`src/rtl/bus_port_pkg.sv`:
```
// Shared definitions for the bus output port: FSM state encoding and
// the pointer-width helper used to size FIFO pointers and occupancy.
package bus_port_pkg;

  typedef enum logic [1:0] {
    IDLE    = 2'd0,
    DRIVE   = 2'd1,
    RELEASE = 2'd2
  } state_e;

  function automatic int ptrWidth(input int depth);
    return (depth <= 1) ? 1 : $clog2(depth);
  endfunction

endpackage

```
`src/rtl/bus_out_port_if.sv`:
```
// Datapath push side and bus handshake side of the output port; the port
// itself uses the master view, its environment the slave view.
interface bus_out_port_if #(
  parameter int WIDTH = 8,
  parameter int DEPTH = 4
);
  localparam int CW = $clog2(DEPTH) + 1;

  logic [WIDTH-1:0] d;
  logic             wr;
  logic             full;
  logic             empty;
  logic [CW-1:0]    count;
  logic             ovf;
  logic             gnt;
  logic [WIDTH-1:0] q;
  logic             g_;
  logic             req;
  logic             ack;

  modport master (
    input  d, wr, gnt, ack,
    output full, empty, count, ovf, q, g_, req
  );

  modport slave (
    output d, wr, gnt, ack,
    input  full, empty, count, ovf, q, g_, req
  );
endinterface

```
`src/rtl/bus_out_fifo.sv`:
```
// Circular-buffer FIFO with registered occupancy, sticky overflow and a
// combinational head-word read port.
module bus_out_fifo
  import bus_port_pkg::*;
#(
  parameter int WIDTH = 8,
  parameter int DEPTH = 4
) (
  input  logic                     clk,
  input  logic                     rst,
  input  logic                     wr_i,
  input  logic [WIDTH-1:0]         d_i,
  input  logic                     pop_i,
  output logic                     full_o,
  output logic                     empty_o,
  output logic [ptrWidth(DEPTH):0] count_o,
  output logic                     ovf_o,
  output logic [WIDTH-1:0]         head_o
);
  localparam int PW = ptrWidth(DEPTH);

  logic [WIDTH-1:0] mem_q [DEPTH];
  logic [PW-1:0]    rdPtr_q, rdPtr_d;
  logic [PW-1:0]    wrPtr_q, wrPtr_d;
  logic [PW:0]      count_q, count_d;
  logic             ovf_q, ovf_d;
  logic             doPush, doPop;

  assign full_o  = (count_q == (PW+1)'(DEPTH));
  assign empty_o = (count_q == '0);
  assign count_o = count_q;
  assign ovf_o   = ovf_q;
  assign head_o  = mem_q[rdPtr_q];

  // A push into a full FIFO still lands when a pop frees a slot on the same edge.
  assign doPop  = pop_i && !empty_o;
  assign doPush = wr_i && (!full_o || doPop);

  always_comb begin
    rdPtr_d = rdPtr_q;
    wrPtr_d = wrPtr_q;
    count_d = count_q;
    ovf_d   = ovf_q | (wr_i & ~doPush);
    if (doPush) wrPtr_d = wrPtr_q + 1'b1;
    if (doPop)  rdPtr_d = rdPtr_q + 1'b1;
    case ({doPush, doPop})
      2'b10:   count_d = count_q + 1'b1;
      2'b01:   count_d = count_q - 1'b1;
      default: count_d = count_q;
    endcase
  end

  always_ff @(posedge clk or posedge rst) begin
    if (rst) begin
      rdPtr_q <= '0;
      wrPtr_q <= '0;
      count_q <= '0;
      ovf_q   <= 1'b0;
    end else begin
      rdPtr_q <= rdPtr_d;
      wrPtr_q <= wrPtr_d;
      count_q <= count_d;
      ovf_q   <= ovf_d;
    end
  end

  always_ff @(posedge clk) begin
    if (doPush) mem_q[wrPtr_q] <= d_i;
  end

endmodule

```
`src/rtl/bus_out_port.sv`:
```
// Handshaked tristate-driver output stage: queues datapath words and drives
// them onto the bus under grant, with a turnaround cycle after every transfer.
module bus_out_port
  import bus_port_pkg::*;
#(
  parameter int WIDTH = 8,
  parameter int DEPTH = 4
) (
  input  logic           clk,
  input  logic           rst,
  bus_out_port_if.master bus
);
  localparam int PW = ptrWidth(DEPTH);

  state_e           state_q, state_d;
  logic [WIDTH-1:0] q_q, q_d;
  logic             gBar_q, req_q;
  logic             pop;
  logic             fifoEmpty, fifoFull, fifoOvf;
  logic [PW:0]      fifoCount;
  logic [WIDTH-1:0] head;

  bus_out_fifo #(
    .WIDTH (WIDTH),
    .DEPTH (DEPTH)
  ) u_fifo (
    .clk     (clk),
    .rst     (rst),
    .wr_i    (bus.wr),
    .d_i     (bus.d),
    .pop_i   (pop),
    .full_o  (fifoFull),
    .empty_o (fifoEmpty),
    .count_o (fifoCount),
    .ovf_o   (fifoOvf),
    .head_o  (head)
  );

  assign bus.full  = fifoFull;
  assign bus.empty = fifoEmpty;
  assign bus.count = fifoCount;
  assign bus.ovf   = fifoOvf;
  assign bus.q     = q_q;
  assign bus.g_    = gBar_q;
  assign bus.req   = req_q;

  // ack wins over a simultaneous grant drop so an acknowledged word is never resent.
  always_comb begin
    state_d = state_q;
    q_d     = q_q;
    pop     = 1'b0;
    case (state_q)
      IDLE: begin
        if (!fifoEmpty && bus.gnt) begin
          q_d     = head;
          state_d = DRIVE;
        end
      end
      DRIVE: begin
        if (bus.ack) begin
          pop     = 1'b1;
          state_d = RELEASE;
        end else if (!bus.gnt) begin
          state_d = RELEASE;
        end
      end
      RELEASE: state_d = IDLE;
      default: state_d = IDLE;
    endcase
  end

  // Enable and strobe are registered from the next state so they switch cleanly together.
  always_ff @(posedge clk or posedge rst) begin
    if (rst) begin
      state_q <= IDLE;
      q_q     <= '0;
      gBar_q  <= 1'b1;
      req_q   <= 1'b0;
    end else begin
      state_q <= state_d;
      q_q     <= q_d;
      gBar_q  <= (state_d != DRIVE);
      req_q   <= (state_d == DRIVE);
    end
  end

endmodule
```
`src/flat_wrapper.sv`:
```
// flat-port wrapper written by rule: the top's interface ports become plain ports
module bus_out_port_flat import bus_port_pkg::*;
#(
  parameter int WIDTH = 8,
  parameter int DEPTH = 4
)
  (clk, rst, bus_d, bus_wr, bus_gnt, bus_ack, bus_full, bus_empty, bus_count, bus_ovf, bus_q, bus_g_, bus_req);
  bus_out_port_if #(.WIDTH(WIDTH), .DEPTH(DEPTH)) bus_i ();
  input  logic clk;
  input  logic rst;
  input wire logic [$bits(bus_i.d)-1:0] bus_d;
  input wire logic [$bits(bus_i.wr)-1:0] bus_wr;
  input wire logic [$bits(bus_i.gnt)-1:0] bus_gnt;
  input wire logic [$bits(bus_i.ack)-1:0] bus_ack;
  output wire logic [$bits(bus_i.full)-1:0] bus_full;
  output wire logic [$bits(bus_i.empty)-1:0] bus_empty;
  output wire logic [$bits(bus_i.count)-1:0] bus_count;
  output wire logic [$bits(bus_i.ovf)-1:0] bus_ovf;
  output wire logic [$bits(bus_i.q)-1:0] bus_q;
  output wire logic [$bits(bus_i.g_)-1:0] bus_g_;
  output wire logic [$bits(bus_i.req)-1:0] bus_req;
  assign bus_i.d = bus_d;
  assign bus_i.wr = bus_wr;
  assign bus_i.gnt = bus_gnt;
  assign bus_i.ack = bus_ack;
  assign bus_full = bus_i.full;
  assign bus_empty = bus_i.empty;
  assign bus_count = bus_i.count;
  assign bus_ovf = bus_i.ovf;
  assign bus_q = bus_i.q;
  assign bus_g_ = bus_i.g_;
  assign bus_req = bus_i.req;
  bus_out_port #(.WIDTH(WIDTH), .DEPTH(DEPTH)) u_core (.clk(clk), .rst(rst), .bus(bus_i));
endmodule
```
`config.mk`:
```
export PLATFORM = sky130hd
export DESIGN_NAME = bus_out_port_flat
export DESIGN_NICKNAME = d
export VERILOG_FILES = /design/src/rtl/bus_port_pkg.sv /design/src/rtl/bus_out_port_if.sv /design/src/rtl/bus_out_fifo.sv /design/src/rtl/bus_out_port.sv /design/src/flat_wrapper.sv
export SDC_FILE = /design/constraint.sdc
export NUM_CORES = 1
export LEC_CHECK = 0
export BUFFER_PORTS_ARGS = -buffer_cell sky130_fd_sc_hd__buf_2
export CAP_MARGIN = 20
export CORE_MARGIN = 8
export CORE_UTILIZATION = 59
export CTS_BUF_LIST = sky130_fd_sc_hd__clkbuf_4 sky130_fd_sc_hd__clkbuf_8
export DETAILED_ROUTE_END_ITERATION = 8
export PLACE_DENSITY = 0.81
export SYNTH_ARGS = -nofsm -noshare
export SYNTH_HDL_FRONTEND = slang
export SYNTH_SLANG_ARGS = --single-unit
```
`constraint.sdc`:
```
create_clock -name clk -period 2.5 [get_ports clk]
set_input_delay 0 -clock clk [delete_from_list [all_inputs] [get_ports clk]]
set_output_delay 0 -clock clk [all_outputs]
set_load 0.03 [all_outputs]
```
==> summary.txt <==
Timing
  – Final sum of negative setup slack: 0 ns
  – Maximum frequency from static timing analysis: approximately 0.45 GHz
  – Final hold violation count: 0
  – Slew margin rel.: 0.4608
  – Number of slew-limit violations in the final report: 0
  – Period minus WS final: 2.217 ns
  – RSZ-0062 raised after global routing: false
  – Transition time of the tightest slew-check pin: about 0.81 ns
  – Clock Skews: a little over 0.004 ns
  – Final Cycle Share: 0.8866
  – Final number of setup-violating endpoints: 0

Worst setup path
  – Ordered list of cells on the worst path: nand3b_1, nor2_1, nand2_1, fa_1, nor2b_1, nand2_1, a32oi_1, o21ai_1
  – WP data arrival: 2.41 ns
  – Required time of the critical path: 2.69 ns
  – Crit path max-delay family: simple AND/OR/NAND/NOR gates
  – Terminus of the critical flop-to-flop path: u_core.u_fifo.count_o[2]
  – Max incr delay on CP: 0.41 ns
  – Reg-to-reg critical path startpoint: u_core.state_q[1]
  – Top fanout value on the critical path: 6
  – Worst path most repeated cell: nand2_1
  – Buf+Inv Stages, Crit Path: 0
  – Critical Setup Path Class: flop to flop
  – Critical path capture point type: flop
  – Cell type of the slowest stage on the worst timing path: dfrtp_1
  – Type of origin of the critical path: flop
  – Worst-case reg-to-reg path depth: 8
  – Slack of the worst reg-to-reg path: ~0.28 ns

Floorplan
  – Total die area: 5895 um^2
  – Initial cell density of the core: 0.6044
  – Num ports: 29
  – Die X: ~77 um
  – Die height: 76.78 um
  – Cell row count: 22
  – Area of the core region: 3606 um^2

Yosys
  – Portion of netlist area occupied by mux cells: 0.1429
  – Leading register cell type out of synthesis: edfxtp_1
  – Synth Area in Simple Gates: 0.05913
  – Average cell area after synthesis: 17.16 um^2
  – Count of unique library cells instantiated by Yosys: 41
  – Main combinational cell family by area after synthesis: multiplexers
  – Synth warn: 0
  – Post-synth net total: approximately 150
  – Compound-Gate Fraction of Synth Area: 0.04535
  – Share of Yosys cell area claimed by the top area cell type: 0.4409
  – Post-synthesis async set-or-reset flop share: 0.3846
  – Yosys top cell by area: edfxtp_1
  – Netlist area before placement: 2180 um^2
  – Ranking of synthesized cells by area: edfxtp_1 44%, dfrtp_1 22%, mux4_2 8.3%
  – Post-Syn Instances: 127
  – Share of the yosys chip area belonging to registers: 0.6711
  – FF+latch count, synth: 52
  – Adder-Cell Fraction of Synth Area: 0.03215
  – Number of enable flip-flop cells after synthesis: 32
  – Area share of xor/xnor cells in the synthesized design: 0.02009

Routing
  – Wire length on met1: 1611 um
  – Violation count after the first detailed-route iteration: 81
  – Vias/cell: approximately 5.5
  – Post-DRT Antenna Nets: 0
  – Count of TritonRoute iterations in the first routing pass: 4
  – Met3 routed wirelength: roughly 130 um
  – Wirelength per Cell: 18.02 um
  – Routed length on met2: 2147 um
  – Post-Route WL: 3910 um
  – Top routing layer in use: met4
  – DRC errors left: 0
  – Total vias in the final route: 1,198

CTS
  – TritonCTS sink count: 52
  – Clock latency on the worst-skew pair: 0.31 ns
  – TritonCTS clock tree: yes
  – Clock transition at the registers of the reported paths: 0.09 ns
  – Max clock buf depth: 2
  – Cts repair resizes: 0
  – Clock buffers created by TritonCTS: 5
  – Number of H-tree levels: 2
  – Clock root buffer: clkbuf_8

Cells and area
  – Post-Route Utilization: 0.7158
  – Synth-to-Final Area Change: 18.43%
  – Number of standard cells in the final layout excluding fillers: 217
  – Final Instance Area: approximately 2600 um^2
  – Total Nets Final: ~190
  – Antenna diode instance count: 0
  – Share of post-route cells with drive strength above 1: 0.3373

Hold path
  – Hold path startpoint: bus_wr
  – Worst hold path cell count: 2
  – Endpoint, Worst Hold: u_core.u_fifo.ovf_o
  – Min-delay worst type: input port to flop

Placed design
  – Placed insts: approximately 200
  – Instance area after placement: around 2300 um^2
  – PortBufs: 28
  – HPWL after detailed placement: ~2700 um
  – RD Place Congestion: 0.7459

Global route
  – Overall track demand over capacity in global routing: 0.1413
  – Vias in the first global route: 1,290
  – Largest net degree at the start of global routing: 21
  – Total congestion overflow after global routing: 0
  – Antenna violations before repair: 0
  – First-pass GRT wire length: 6451 um

Power and ir drop
  – Overall power consumption: 3.136 mW
  – Lkg Pwr: 1.033 nW
  – Peak VDD IR: 0.5444 mV
  – Power density cells: 1215 nW/um^2

Outcome
  – Result of the run: complete, no violations

Job
  – Reported max-cap violation count: 0
==> kinds of logic after synthesis <==
kind of cell	after synthesis
flops	52
simple gates	21
mux	17
buf+inv	14
compound gates	13
xor+xnor	5
fa+ha+maj	5
==> registers in the layout (all words and copies together), names as in the netlist, 2 cells and up <==
register               cells
u_core.state_q             2
u_core.u_fifo.rdPtr_q      2
u_core.u_fifo.wrPtr_q      2
u_core.u_fifo.mem_q       32
u_core.u_fifo.count_o      3
u_core.bus.q               8
==> how the worst max path moves through the flow <==
stage / to / from / cells after the start / slack (ns)
floorplan: u_core.u_fifo.count_o[1] / u_core.u_fifo.count_o[0] / 9 / 0.13
global route: u_core.u_fifo.count_o[2] / u_core.state_q[0] / 8 / 0.06
global placement: u_core.u_fifo.count_o[2] / u_core.state_q[1] / 8 / 0.49
CTS: u_core.u_fifo.count_o[2] / u_core.state_q[1] / 8 / 0.29
detailed placement: u_core.u_fifo.count_o[2] / u_core.state_q[1] / 8 / 0.32
finish: u_core.u_fifo.count_o[2] / u_core.state_q[1] / 8 / 0.28
==> cells in the mapped netlist, drive strengths merged (2+ instances only) <==
cell type,number
a21oi,2
clkbuf,2
xor2,2
buf,4
inv,8
and2,5
xnor2,3
nand2,3
ha,4
mux4,8
mux2,9
nor2b,2
edfxtp,32
a211oi,2
dfrtp,19
nor2,2
==> through the flow <==
| step | hold slack [ns] | setup WS, ns |
|---|---|---|
| after floorplan | -0.03691 | 0.1262 |
| after global placement | 0.1833 | 0.4930 |
| after detailed placement | 0.1961 | 0.3174 |
| after CTS | 0.08647 | 0.2913 |
| after global routing | 0.09950 | 0.05676 |
| final | 0.09587 | 0.2834 |
==> per-layer routing <==
layer / GRT usage / vias up
li1: - / 557
met1: 0.1594 / 619
met2: 0.2413 / 20
met4: 0.04808 / 0
met5: 0 / -
met3: 0.05012 / 2
==> final cells by class <==
cell class / instances / area [um^2]
inverters: 8 / 30.03
clock buffers: 5 / 68.82
fillers: 236 / 1025
well taps: 48 / 60.06
flip-flops and latches: 52 / 1463
clock inverters: 3 / 46.29
repair buffers: 40 / 260.3
multi-input cells: 61 / 653.1
==> where the power goes <==
group	total [mW]	internal [mW]	leakage [nW]	switching, mW
sequential	1.40	1.18	0.529	0.218
clock	0.586	0.302	0.0548	0.284
combinational	1.15	0.529	0.449	0.620
total	3.14	2.01	1.03	1.12
==> worst reg2reg max path: cells and delay by family, from the launching register on <==
kind | cells | cell delay, ns
and+or+nand+nor | 5 | 1.01
DFF | 1 | 0.41
adders and majority gates | 1 | 0.41
AOI/OAI and AO/OA | 2 | 0.27
==> placed cells by master, fill, tap and decap left out, drive strengths merged, types with 2 or more instances in the layout <==
cell	netlist	routed
buf	4	28
xor2	2	2
nand2	3	3
dfrtp	19	19
xnor2	3	3
inv	8	9
ha	4	4
nor2b	2	2
mux4	8	8
a211oi	2	2
and2	5	5
edfxtp	32	32
clkbuf	2	5
nor2	2	2
dlygate4sd3	0	12
mux2	9	9
a21oi	2	2
==> timing repair <==
action,4_1_cts,5_1_grt
setup buffers,0,0
hold buffers,12,0
hold endpoints to repair,55,0
Note: power is estimated with default switching activity, not from simulation.
